===== config.mk =====
export PLATFORM = sky130hd
export DESIGN_NAME = ilk_cmd_arbiter_flat
export DESIGN_NICKNAME = d
export VERILOG_FILES = /design/src/rtl/ilk_cmd_arbiter_pkg.sv /design/src/rtl/ilk_cmd_arbiter_if.sv /design/src/rtl/ilk_cmd_arbiter_pair_decode.sv /design/src/rtl/ilk_cmd_arbiter.sv /design/src/flat_wrapper.sv
export SDC_FILE = /design/constraint.sdc
export NUM_CORES = 1
export LEC_CHECK = 0
export CELL_PAD_IN_SITES_DETAIL_PLACEMENT = 1
export CELL_PAD_IN_SITES_GLOBAL_PLACEMENT = 1
export CORE_UTILIZATION = 47
export CTS_BUF_LIST = sky130_fd_sc_hd__clkbuf_16
export CTS_CLUSTER_DIAMETER = 100
export DETAILED_ROUTE_END_ITERATION = 8
export PLACE_DENSITY = 0.92
export SLEW_MARGIN = 10
export SYNTH_ARGS = -nofsm -noshare
export SYNTH_HDL_FRONTEND = slang
export SYNTH_SLANG_ARGS = --single-unit

===== constraint.sdc =====
create_clock -name pclk_50M -period 16.2 [get_ports pclk_50M]
set_input_delay 3.24 -clock pclk_50M [delete_from_list [all_inputs] [get_ports pclk_50M]]
set_output_delay 3.24 -clock pclk_50M [all_outputs]
set_load 0.02 [all_outputs]

===== src/rtl/ilk_cmd_arbiter_pkg.sv =====
// Shared types, sizes and pair/port mapping helpers for the 8-port interlock arbiter.
package ilk_pkg;

    localparam int NPORT = 8;
    localparam int NPAIR = 28;

    typedef enum logic [1:0] {
        OP_NOP        = 2'd0,
        OP_CONNECT    = 2'd1,
        OP_DISCONNECT = 2'd2,
        OP_CLEAR_ALL  = 2'd3
    } op_e;

    typedef enum logic [1:0] {
        RSP_OK       = 2'd0,
        RSP_CONFLICT = 2'd1,
        RSP_BADARG   = 2'd2,
        RSP_NOTCONN  = 2'd3
    } rsp_e;

    typedef enum logic [1:0] {
        ST_IDLE  = 2'd0,
        ST_CHECK = 2'd1,
        ST_HOLD  = 2'd2
    } state_e;

    typedef logic [1:NPORT] port_vec_t;
    typedef logic [1:NPAIR] pair_vec_t;

    // Ports are 1-based and order-insensitive; the result is 1..28 for distinct ports.
    function automatic int pair_idx(input int i, input int j);
        int lo;
        int hi;
        lo = (i < j) ? i : j;
        hi = (i < j) ? j : i;
        return ((hi - 1) * (hi - 2)) / 2 + lo;
    endfunction

    function automatic port_vec_t ports_of_pair(input int idx);
        port_vec_t m;
        m = '0;
        for (int j = 2; j <= NPORT; j++) begin
            for (int i = 1; i < j; i++) begin
                if (pair_idx(i, j) == idx) begin
                    m[i] = 1'b1;
                    m[j] = 1'b1;
                end
            end
        end
        return m;
    endfunction

endpackage


===== src/rtl/ilk_cmd_arbiter_if.sv =====
// Command/response bundle between a command source and ilk_cmd_arbiter.
interface ilk_cmd_arbiter_if;
    import ilk_pkg::*;

    // A command transfers on a rising edge where cmd_valid && cmd_ready; the sender holds
    // cmd_op/cmd_a/cmd_b stable while cmd_valid is high, and cmd_valid with cmd_ready low
    // is ignored. rsp_valid is a one-cycle strobe with no back-pressure.
    logic      cmd_valid;
    logic      cmd_ready;
    logic [1:0] cmd_op;
    logic [2:0] cmd_a;
    logic [2:0] cmd_b;
    logic      rsp_valid;
    logic [1:0] rsp_code;
    port_vec_t outP;
    pair_vec_t out;
    state_e    dbg_state;

    modport master (
        output cmd_valid, cmd_op, cmd_a, cmd_b,
        input  cmd_ready, rsp_valid, rsp_code, outP, out, dbg_state
    );

    modport slave (
        input  cmd_valid, cmd_op, cmd_a, cmd_b,
        output cmd_ready, rsp_valid, rsp_code, outP, out, dbg_state
    );

endinterface


===== src/rtl/ilk_cmd_arbiter_pair_decode.sv =====
// Combinational decode of a (cmd_a, cmd_b) port pair into index, one-hot and port mask.
module ilk_pair_decode
    import ilk_pkg::*;
(
    input  logic [2:0] i_a,
    input  logic [2:0] i_b,
    output logic [4:0] o_idx,
    output pair_vec_t  o_pair_onehot,
    output logic       o_same,
    output port_vec_t  o_port_mask
);

    always_comb begin
        o_same        = (i_a == i_b);
        o_idx         = 5'(pair_idx(int'(i_a) + 1, int'(i_b) + 1));
        o_pair_onehot = '0;
        o_port_mask   = '0;
        if (!o_same) begin
            o_pair_onehot[o_idx] = 1'b1;
            o_port_mask          = ports_of_pair(int'(o_idx));
        end
    end

endmodule


===== src/rtl/ilk_cmd_arbiter.sv =====
// Command arbiter for the 8x8 interlock output stage: owns the pair matrix and hold-off.
// Optional idle auto-clear is enabled by defining ILK_WATCHDOG_EN.
module ilk_cmd_arbiter
    import ilk_pkg::*;
#(
    parameter int unsigned HOLDOFF_CYC = 600000,
    parameter int unsigned WDOG_CYC    = 50000000
) (
    input  logic             pclk_50M,
    input  logic             rst,
    ilk_cmd_arbiter_if.slave bus
);

    localparam int unsigned   HW        = $clog2(HOLDOFF_CYC + 1);
    localparam logic [HW-1:0] HOLD_LOAD = HW'(HOLDOFF_CYC - 1);

    if (HOLDOFF_CYC < 1 || WDOG_CYC < 1) begin : g_param_check
        $error("ilk_cmd_arbiter: HOLDOFF_CYC and WDOG_CYC must be at least 1");
    end

    state_e        r_state, w_state_nxt;
    op_e           r_op, w_op_nxt;
    logic [2:0]    r_a, r_b, w_a_nxt, w_b_nxt;
    pair_vec_t     r_out, w_out_nxt;
    port_vec_t     r_outP, w_outP_nxt;
    logic          r_rsp_valid, w_rsp_valid_nxt;
    rsp_e          r_rsp_code, w_rsp_code_nxt;
    logic [HW-1:0] r_hold_cnt, w_hold_cnt_nxt;
    logic          w_changed;
    logic          w_handshake;
    logic          w_wdog_fire;

    logic [4:0]    w_pair_idx;
    pair_vec_t     w_pair_onehot;
    logic          w_same;
    port_vec_t     w_port_mask;
    logic          w_pair_active;
    logic          w_port_busy;

    ilk_pair_decode u_decode (
        .i_a           (r_a),
        .i_b           (r_b),
        .o_idx         (w_pair_idx),
        .o_pair_onehot (w_pair_onehot),
        .o_same        (w_same),
        .o_port_mask   (w_port_mask)
    );

    assign w_pair_active = |(r_out & w_pair_onehot);
    assign w_port_busy   = |(r_outP & w_port_mask);
    assign w_handshake   = bus.cmd_valid && bus.cmd_ready;

    assign bus.cmd_ready = (r_state == ST_IDLE) && !rst;
    assign bus.rsp_valid = r_rsp_valid;
    assign bus.rsp_code  = r_rsp_code;
    assign bus.outP      = r_outP;
    assign bus.out       = r_out;
    assign bus.dbg_state = r_state;

`ifdef ILK_WATCHDOG_EN
    localparam int unsigned   WW        = $clog2(WDOG_CYC + 1);
    localparam logic [WW-1:0] WDOG_LAST = WW'(WDOG_CYC - 1);

    logic [WW-1:0] r_idle_cnt;

    // Counts idle cycles with a live matrix; fires on the WDOG_CYC-th such cycle.
    always_ff @(posedge pclk_50M) begin
        if (rst || r_state != ST_IDLE || w_handshake || r_out == '0) begin
            r_idle_cnt <= '0;
        end else if (r_idle_cnt != WDOG_LAST) begin
            r_idle_cnt <= r_idle_cnt + 1'b1;
        end
    end

    assign w_wdog_fire = (r_state == ST_IDLE) && !w_handshake &&
                         (r_out != '0) && (r_idle_cnt == WDOG_LAST);
`else
    assign w_wdog_fire = 1'b0;
`endif

    always_comb begin
        w_state_nxt     = r_state;
        w_op_nxt        = r_op;
        w_a_nxt         = r_a;
        w_b_nxt         = r_b;
        w_out_nxt       = r_out;
        w_outP_nxt      = r_outP;
        w_rsp_valid_nxt = 1'b0;
        w_rsp_code_nxt  = r_rsp_code;
        w_hold_cnt_nxt  = r_hold_cnt;
        w_changed       = 1'b0;

        case (r_state)
            ST_IDLE: begin
                if (w_handshake) begin
                    w_op_nxt    = op_e'(bus.cmd_op);
                    w_a_nxt     = bus.cmd_a;
                    w_b_nxt     = bus.cmd_b;
                    w_state_nxt = ST_CHECK;
                end else if (w_wdog_fire) begin
                    w_op_nxt    = OP_CLEAR_ALL;
                    w_state_nxt = ST_CHECK;
                end
            end

            ST_CHECK: begin
                w_rsp_valid_nxt = 1'b1;
                w_rsp_code_nxt  = RSP_OK;
                case (r_op)
                    OP_CONNECT: begin
                        if (w_same) begin
                            w_rsp_code_nxt = RSP_BADARG;
                        end else if (w_pair_active) begin
                            w_rsp_code_nxt = RSP_OK;
                        end else if (w_port_busy) begin
                            w_rsp_code_nxt = RSP_CONFLICT;
                        end else begin
                            w_out_nxt[w_pair_idx] = 1'b1;
                            w_outP_nxt            = r_outP | w_port_mask;
                            w_changed             = 1'b1;
                        end
                    end
                    OP_DISCONNECT: begin
                        if (w_same) begin
                            w_rsp_code_nxt = RSP_BADARG;
                        end else if (!w_pair_active) begin
                            w_rsp_code_nxt = RSP_NOTCONN;
                        end else begin
                            w_out_nxt[w_pair_idx] = 1'b0;
                            w_outP_nxt            = r_outP & ~w_port_mask;
                            w_changed             = 1'b1;
                        end
                    end
                    OP_CLEAR_ALL: begin
                        w_out_nxt  = '0;
                        w_outP_nxt = '0;
                        w_changed  = |r_out;
                    end
                    default: ;
                endcase
                if (w_changed) begin
                    w_state_nxt    = ST_HOLD;
                    w_hold_cnt_nxt = HOLD_LOAD;
                end else begin
                    w_state_nxt = ST_IDLE;
                end
            end

            ST_HOLD: begin
                if (r_hold_cnt == '0) begin
                    w_state_nxt = ST_IDLE;
                end else begin
                    w_hold_cnt_nxt = r_hold_cnt - 1'b1;
                end
            end

            default: w_state_nxt = ST_IDLE;
        endcase
    end

    always_ff @(posedge pclk_50M) begin
        if (rst) begin
            r_state     <= ST_IDLE;
            r_op        <= OP_NOP;
            r_a         <= '0;
            r_b         <= '0;
            r_out       <= '0;
            r_outP      <= '0;
            r_rsp_valid <= 1'b0;
            r_rsp_code  <= RSP_OK;
            r_hold_cnt  <= '0;
        end else begin
            r_state     <= w_state_nxt;
            r_op        <= w_op_nxt;
            r_a         <= w_a_nxt;
            r_b         <= w_b_nxt;
            r_out       <= w_out_nxt;
            r_outP      <= w_outP_nxt;
            r_rsp_valid <= w_rsp_valid_nxt;
            r_rsp_code  <= w_rsp_code_nxt;
            r_hold_cnt  <= w_hold_cnt_nxt;
        end
    end

endmodule


===== src/flat_wrapper.sv =====
// flat-port wrapper written by rule: the top's interface ports become plain ports
module ilk_cmd_arbiter_flat import ilk_pkg::*;
#(
    parameter int unsigned HOLDOFF_CYC = 600000,
    parameter int unsigned WDOG_CYC    = 50000000
)
  (pclk_50M, rst, bus_cmd_valid, bus_cmd_op, bus_cmd_a, bus_cmd_b, bus_cmd_ready, bus_rsp_valid, bus_rsp_code, bus_outP, bus_out, bus_dbg_state);
  ilk_cmd_arbiter_if bus_i ();
  input  logic pclk_50M;
  input  logic rst;
  input wire logic [$bits(bus_i.cmd_valid)-1:0] bus_cmd_valid;
  input wire logic [$bits(bus_i.cmd_op)-1:0] bus_cmd_op;
  input wire logic [$bits(bus_i.cmd_a)-1:0] bus_cmd_a;
  input wire logic [$bits(bus_i.cmd_b)-1:0] bus_cmd_b;
  output wire logic [$bits(bus_i.cmd_ready)-1:0] bus_cmd_ready;
  output wire logic [$bits(bus_i.rsp_valid)-1:0] bus_rsp_valid;
  output wire logic [$bits(bus_i.rsp_code)-1:0] bus_rsp_code;
  output wire logic [$bits(bus_i.outP)-1:0] bus_outP;
  output wire logic [$bits(bus_i.out)-1:0] bus_out;
  output wire logic [$bits(bus_i.dbg_state)-1:0] bus_dbg_state;
  assign bus_i.cmd_valid = bus_cmd_valid;
  assign bus_i.cmd_op = bus_cmd_op;
  assign bus_i.cmd_a = bus_cmd_a;
  assign bus_i.cmd_b = bus_cmd_b;
  assign bus_cmd_ready = bus_i.cmd_ready;
  assign bus_rsp_valid = bus_i.rsp_valid;
  assign bus_rsp_code = bus_i.rsp_code;
  assign bus_outP = bus_i.outP;
  assign bus_out = bus_i.out;
  assign bus_dbg_state = bus_i.dbg_state;
  ilk_cmd_arbiter #(.HOLDOFF_CYC(HOLDOFF_CYC), .WDOG_CYC(WDOG_CYC)) u_core (.pclk_50M(pclk_50M), .rst(rst), .bus(bus_i));
endmodule

Yosys cells after proc, flatten, opt, wreduce, memory -nomap -nowiden
Index checks and enable logic that the tools add are counted.

Bitwise gates (word level): 10. Mux-type cells: 91. Reductions and logical operators: 15. Equal/unequal tests: 43. Add/sub/neg operators: 7. Multiply operators: 1. $lt $le $gt $ge: 3.

Operator list (count): two-way mux 28 bit (6); case mux 28 bit (3 select lines) (1); == test 5 bit, first input constant (16); AND 28 bit (2); OR reduction 28 bit (2); two-way mux 1 bit (51); two-way mux 8 bit (6); == test 4 x 5 -> 1 bit, first input constant (8); two-way mux 20 bit (2); case mux 20 bit (2 select lines) (1); two-way mux 2 bit (17); inverter 28 bit (1); bitwise OR 28 bit (1); case mux 8 bit (3 select lines) (1); zero test 20 bit (1); subtractor 20 x 1 -> 20 bit, second input constant (1); AND 8 bit (2); == test 3 x 5 -> 1 bit, first input constant (3); multiplier 5 x 5 -> 10 bit (1); inequality test 2 bit, second input constant (5); adder 3 x 1 -> 4 bit, second input constant (2); two-way mux 4 bit (2); inequality test 2 x 1 -> 1 bit, second input constant (4); inverter 8 bit (1); 27 further kinds (33).

Output and inout bits: 42. Register bits after elaboration: 69.

Depth between registers and ports, before layout
Depth in word-level cells: 29. Gate-level depth with buffers: 37. Depth with buffers taken out: 32.

By module
From an unflattened synthesis, not the netlist that was laid out.

Cells, all modules: 728. Area total of the unflattened synthesis: 5574.1 um^2.

By module, submodules not included: ilk_cmd_arbiter (instances 1, cells each 505, area an instance 4001.3 um^2); ilk_pair_decode (instances 1, cells each 223, area an instance 1572.8 um^2).

Worst setup path before layout
OpenSTA, ideal clock, no wires.

Kind: reg2reg. Start point: register u_core.r_b[0]. End point: register u_core.r_hold_cnt[12]. Clock period less this slack: 8541 ps. Setup time: 70 ps. Stages on the path, launching flop included: 34. Required time: 16130 ps. Arrival time: 8472 ps. Slack: 7659 ps. Cells stage by stage: dfxtp_1 -> ha_1 -> inv_1 -> ha_1 -> nor2b_1 -> o211a_1 -> o21ai_1 -> and2_1 -> clkbuf_1 -> inv_1 -> ha_1 -> clkbuf_1 -> or4_1 -> nand3_2 -> nor2_1 -> fa_1 -> fa_1 -> fa_1 -> fa_1 -> ha_1 -> or3b_2 -> nand2_1 -> nor3_1 -> and2_1 -> a211oi_1 -> a21o_1 -> o31ai_1 -> o2bb2ai_2 -> or4b_4 -> o211ai_4 -> a21oi_2 -> buf_6 -> or4b_1 -> a21oi_1.

Word-level cells in the longest chain between the ends: 28. Elaborated cells on any way between the ends: 112.

Ends and longest elaborated chain: start, declared (RTL line ilk_cmd_arbiter.sv:23) `logic [2:0] r_a, r_b, w_a_nxt, w_b_nxt;`; start signal, assigned (RTL line ilk_cmd_arbiter.sv:176) `r_b <= w_b_nxt;`; adder 3 x 1 -> 4 bit (RTL line ilk_cmd_arbiter_pair_decode.sv:15) `o_idx = 5'(pair_idx(int'(i_a) + 1, int'(i_b) + 1));`; less-than comparator 4 bit (RTL line ilk_cmd_arbiter_pkg.sv:34, ilk_cmd_arbiter_pkg.sv:35); two-way mux 4 bit (RTL line ilk_cmd_arbiter_pkg.sv:35) `hi = (i < j) ? j : i;`; subtractor 4 x 1 -> 5 bit / subtractor 4 x 2 -> 5 bit (equally long branches) (RTL line ilk_cmd_arbiter_pkg.sv:36) `return ((hi - 1) * (hi - 2)) / 2 + lo;`; multiplier 5 x 5 -> 10 bit (RTL line ilk_cmd_arbiter_pkg.sv:36); AND 1 bit (no line); adder 5 x 1 -> 5 bit (no line); adder 5 bit (RTL line ilk_cmd_arbiter_pkg.sv:36); (+12 left out); OR reduction 8 bit (RTL line ilk_cmd_arbiter.sv:50) `assign w_port_busy = |(r_outP & w_port_mask);`; two-way mux 1 bit (RTL line ilk_cmd_arbiter.sv:115) `end else if (w_port_busy) begin`; two-way mux 1 bit (RTL line ilk_cmd_arbiter.sv:113) `end else if (w_pair_active) begin`; two-way mux 1 bit (RTL line ilk_cmd_arbiter.sv:111) `if (w_same) begin`; case mux 1 bit (3 select lines) (*) (RTL line ilk_cmd_arbiter.sv:109) `case (r_op)`; two-way mux 1 bit (*) (RTL line ilk_cmd_arbiter.sv:93) `case (r_state)`; inequality test 2 x 1 -> 1 bit (no line) (*); AND reduction 3 bit (no line) (*); end signal, assigned (RTL line ilk_cmd_arbiter.sv:181) `r_hold_cnt <= w_hold_cnt_nxt;`; end, declared (RTL line ilk_cmd_arbiter.sv:28) `logic [HW-1:0] r_hold_cnt, w_hold_cnt_nxt;`.

Every way passes the cells marked *; elsewhere a longest branch is shown, timed or not. The select of a mux whose other input is x is not followed. A chain may end at the register's enable or synchronous reset.

Worst setup path in the final report
Start point: register u_core.r_b[0]. End point: register u_core.r_out[2], in the netlist u_core.bus.out[2].

Word-level cells in the longest chain between the ends: 23. Elaborated cells on any way between the ends: 118.

Ends and longest elaborated chain: adder 3 x 1 -> 4 bit (RTL line ilk_cmd_arbiter_pair_decode.sv:15); less-than comparator 4 bit (RTL line ilk_cmd_arbiter_pkg.sv:34, ilk_cmd_arbiter_pkg.sv:35); two-way mux 4 bit (RTL line ilk_cmd_arbiter_pkg.sv:35); subtractor 4 x 1 -> 5 bit / subtractor 4 x 2 -> 5 bit (equally long branches) (RTL line ilk_cmd_arbiter_pkg.sv:36); multiplier 5 x 5 -> 10 bit (RTL line ilk_cmd_arbiter_pkg.sv:36); AND 1 bit (no line); adder 5 x 1 -> 5 bit (no line); adder 5 bit (RTL line ilk_cmd_arbiter_pkg.sv:36); (+4 left out); two-way mux 2 bit (on tied branches) (RTL line ilk_cmd_arbiter_pkg.sv:44, ilk_cmd_arbiter_pair_decode.sv:18); two-way mux 2 bit / two-way mux 1 bit (equally long branches) (RTL line ilk_cmd_arbiter_pair_decode.sv:18, ilk_cmd_arbiter_pkg.sv:44); two-way mux 1 bit (4 in a row) (RTL line ilk_cmd_arbiter_pkg.sv:44) `if (pair_idx(i, j) == idx) begin`; two-way mux 8 bit (RTL line ilk_cmd_arbiter_pair_decode.sv:18) `if (!o_same) begin`; AND 8 bit (RTL line ilk_cmd_arbiter.sv:50); OR reduction 8 bit (RTL line ilk_cmd_arbiter.sv:50); inequality test 2 bit (no line); AND reduction 7 bit (no line); end signal, assigned (RTL line ilk_cmd_arbiter.sv:177) `r_out <= w_out_nxt;`; end, declared (RTL line ilk_cmd_arbiter.sv:24) `pair_vec_t r_out, w_out_nxt;`.

Parallel ways exist; a longest one is shown, timed or not. The select of a mux whose other input is x is not followed.

==> results.md <==
* Routed vias at 6800
* Fin nets at 862
* Worst min-delay path class: reg2reg
* Synth Area per Inst at 7.43 um2
* Cts bufs inserted at 9
* Worst skew pair latency at 0.35 ns
* FFs w/ async S/R, synth at 0%
* Initial DRC Count at 718
* Largest family of logic cells by synthesized area: compound AO/OA/AOI/OAI gates
* Worst Clk Skew at 0.00588 ns
* Routed length per placed instance at 22.7 um
* Dpl hpwl at 15500 um
* Clk root buf: clkbuf_16
* Pre-antenna DRT Iters at 5
* Clock transition at path regs at 0.06 ns
* H-tree depth at 3
* Post-synthesis cell area at 0.00597 mm2
* CTS Buffer Depth at 2
* WP data arrival at 10.70 ns
* I/O pins at 53
* Max-cap violation count at 0
* Pre-CTS setup slack at 5.96 ns
* Post-synthesis net count at 849
* Final hold violations at 0
* Largest stage delay, worst path at 0.72 ns
* Worst Setup End Kind: flip-flop
* Total global-route track usage at 34.7%
* Filler instances at 1546
* Post-Synth XOR/XNOR Area at 3.48%
* Area of the multi-input gates at 0.00424 mm2
* Number of synthesized flops with an enable pin at 0
* Fmax at 95.7 MHz
* Crit-path slowest cell: o31ai_1
* Post-synthesis mux area share at 2.58%
* Setup repair after global routing missed its margin: false
* TNS Setup at 0 ns
* Chip height at 115 um
* Simple-gate share of the synthesized area at 24.3%
* GPL Wtd Cong at 0.943
* Worst slew margin at 32.9%
* Dpl cells at 973
* Seq cells post-synth at 69
* Routed WL at 22400 um
* Register area at 0.00138 mm2
* # clock sinks at 69
* Post-cts resize count at 0
* Number of synthesis warnings at 0
* Final setup vio count at 0
* Vias/cell at 6.88
* Synth-to-Final Area Change at 14.6%
* Site row count at 40
* Core Area at 0.0122 mm2
* Compound-Gate Fraction of Synth Area at 32.2%
* Layout cells sized above 1 at 7.43%
* Finished Layout Cells at 989
* Largest net degree at the start of global routing at 73
* CTS Hold Bufs at 0
* Worst-margin pin slew at 1.00 ns
* IO buf count at 52
* Initial Util at 48.9%
* Startpoint types: flip-flop
* Die area at 0.0132 mm2
* Vias in the first global route at 6809
* Post-route ant nets at 0
* Final Slew Violations at 0
* CP Class: reg2reg
* Commonest non-fill, non-tap cell in the layout: nand2_1
* Hold Slack at 0.477 ns
* GRT overflow at 0
* Synth cell types at 79
* Global-route wire length before repair at 36000 um
* Seq/Total Area, Yosys at 23.1%
* Initial antenna violation count at 0
* Critical Path RT at 16.45 ns
* Final Cycle Share at 64.5%
* Peak fanout along the critical path at 72
* Most frequent cells in the layout: nand2_1 (72), nor2_1 (71), dfxtp_1 (69)
* Main synth FF type: dfxtp_1
* Synth Instances at 803
* Ant diodes at 0
* Die Wd at 115 um
* Post-CTS Setup Bufs at 0
* Adder-Cell Fraction of Synth Area at 8.39%
* CTS tree: done
* Fin crit period at 10.45 ns
* Worst-case setup margin in the final layout at 5.75 ns
* DRC at 0
* Status: complete, no violations
worst max-delay path, delay by kind of cell, from the launching register on:
family                   cells  cell delay, ns
buffers and inverters        3            0.82
AND/OR/NAND/NOR              7            2.22
flip-flops                   1            0.46
AO/OA/AOI/OAI               11            3.29
XOR/XNOR                     1            0.26
adder cells (fa/ha/maj)      8            3.23
cells in the mapped netlist (16+ instances only):
master / instances / area [um2]
nand3_1: 28 / 140
o21ai_0: 51 / 255
clkbuf_1: 45 / 169
xnor2_1: 16 / 140
a211oi_1: 44 / 330
a31oi_1: 42 / 263
nand2_1: 72 / 270
o31ai_1: 20 / 150
nor3_1: 27 / 135
dfxtp_1: 69 / 1380
nor2_1: 71 / 267
a21oi_1: 50 / 250
inv_1: 26 / 97.6
ha_1: 28 / 350
final timing paths:
path | end | start | slack, ns | depth (start not counted)
worst min-delay path | u_core.r_hold_cnt[12] | u_core.r_hold_cnt[12] | 0.48 | 2
worst max-delay path | u_core.bus.out[2] | u_core.r_b[0] | 5.75 | 30
worst min register to register | u_core.r_hold_cnt[12] | u_core.r_hold_cnt[12] | 0.48 | 2
worst max register to register | u_core.bus.out[2] | u_core.r_b[0] | 5.75 | 30
cells by family after synthesis:
| group | count (synthesis) |
|---|---|
| adders and majority gates | 36 |
| buffers and inverters | 86 |
| muxes | 15 |
| and+or+nand+nor | 291 |
| xor gates and xnor gates | 22 |
| AOI/OAI and AO/OA | 284 |
| DFF | 69 |
layout make-up:
cell class	count	area share, %
Multi-Input combinational cell	648	62.0
Tap cell	168	3.08
Timing Repair Buffer	62	8.64
Clock buffer	9	3.29
Inverter	26	1.43
Sequential cell	69	20.2
Clock inverter	7	1.32
per-stage QoR:
| stage | cell area (um2) | utilization, % |
|---|---|---|
| after detailed placement | 6510 | 53.3 |
| after global placement | 6510 | 53.3 |
| final | 6840 | 56.0 |
| after floorplan | 5970 | - |
| after global routing | 6840 | 56.0 |
| after CTS | 6830 | 55.9 |
state kept, by name (all words and copies together) (netlist names):
register              count
u_core.r_a                3
u_core.bus.rsp_code       2
u_core.r_hold_cnt        20
u_core.bus.rsp_valid      1
u_core.r_b                3
u_core.bus.outP           8
u_core.bus.out           28
u_core.r_op               2
u_core.bus.dbg_state      2
routing by layer:
layer / global-route usage, % / vias up / routed length, um
met4: 17.1 / 0 / 741
met1: 43.7 / 3293 / 9050
met5: 0 / - / 0
li1: - / 3056 / -
met2: 57.2 / 372 / 10800
met3: 6.14 / 79 / 1800
Power is not shown: default switching activity piles up to over one toggle a cycle in this logic, so the estimate is an artifact.
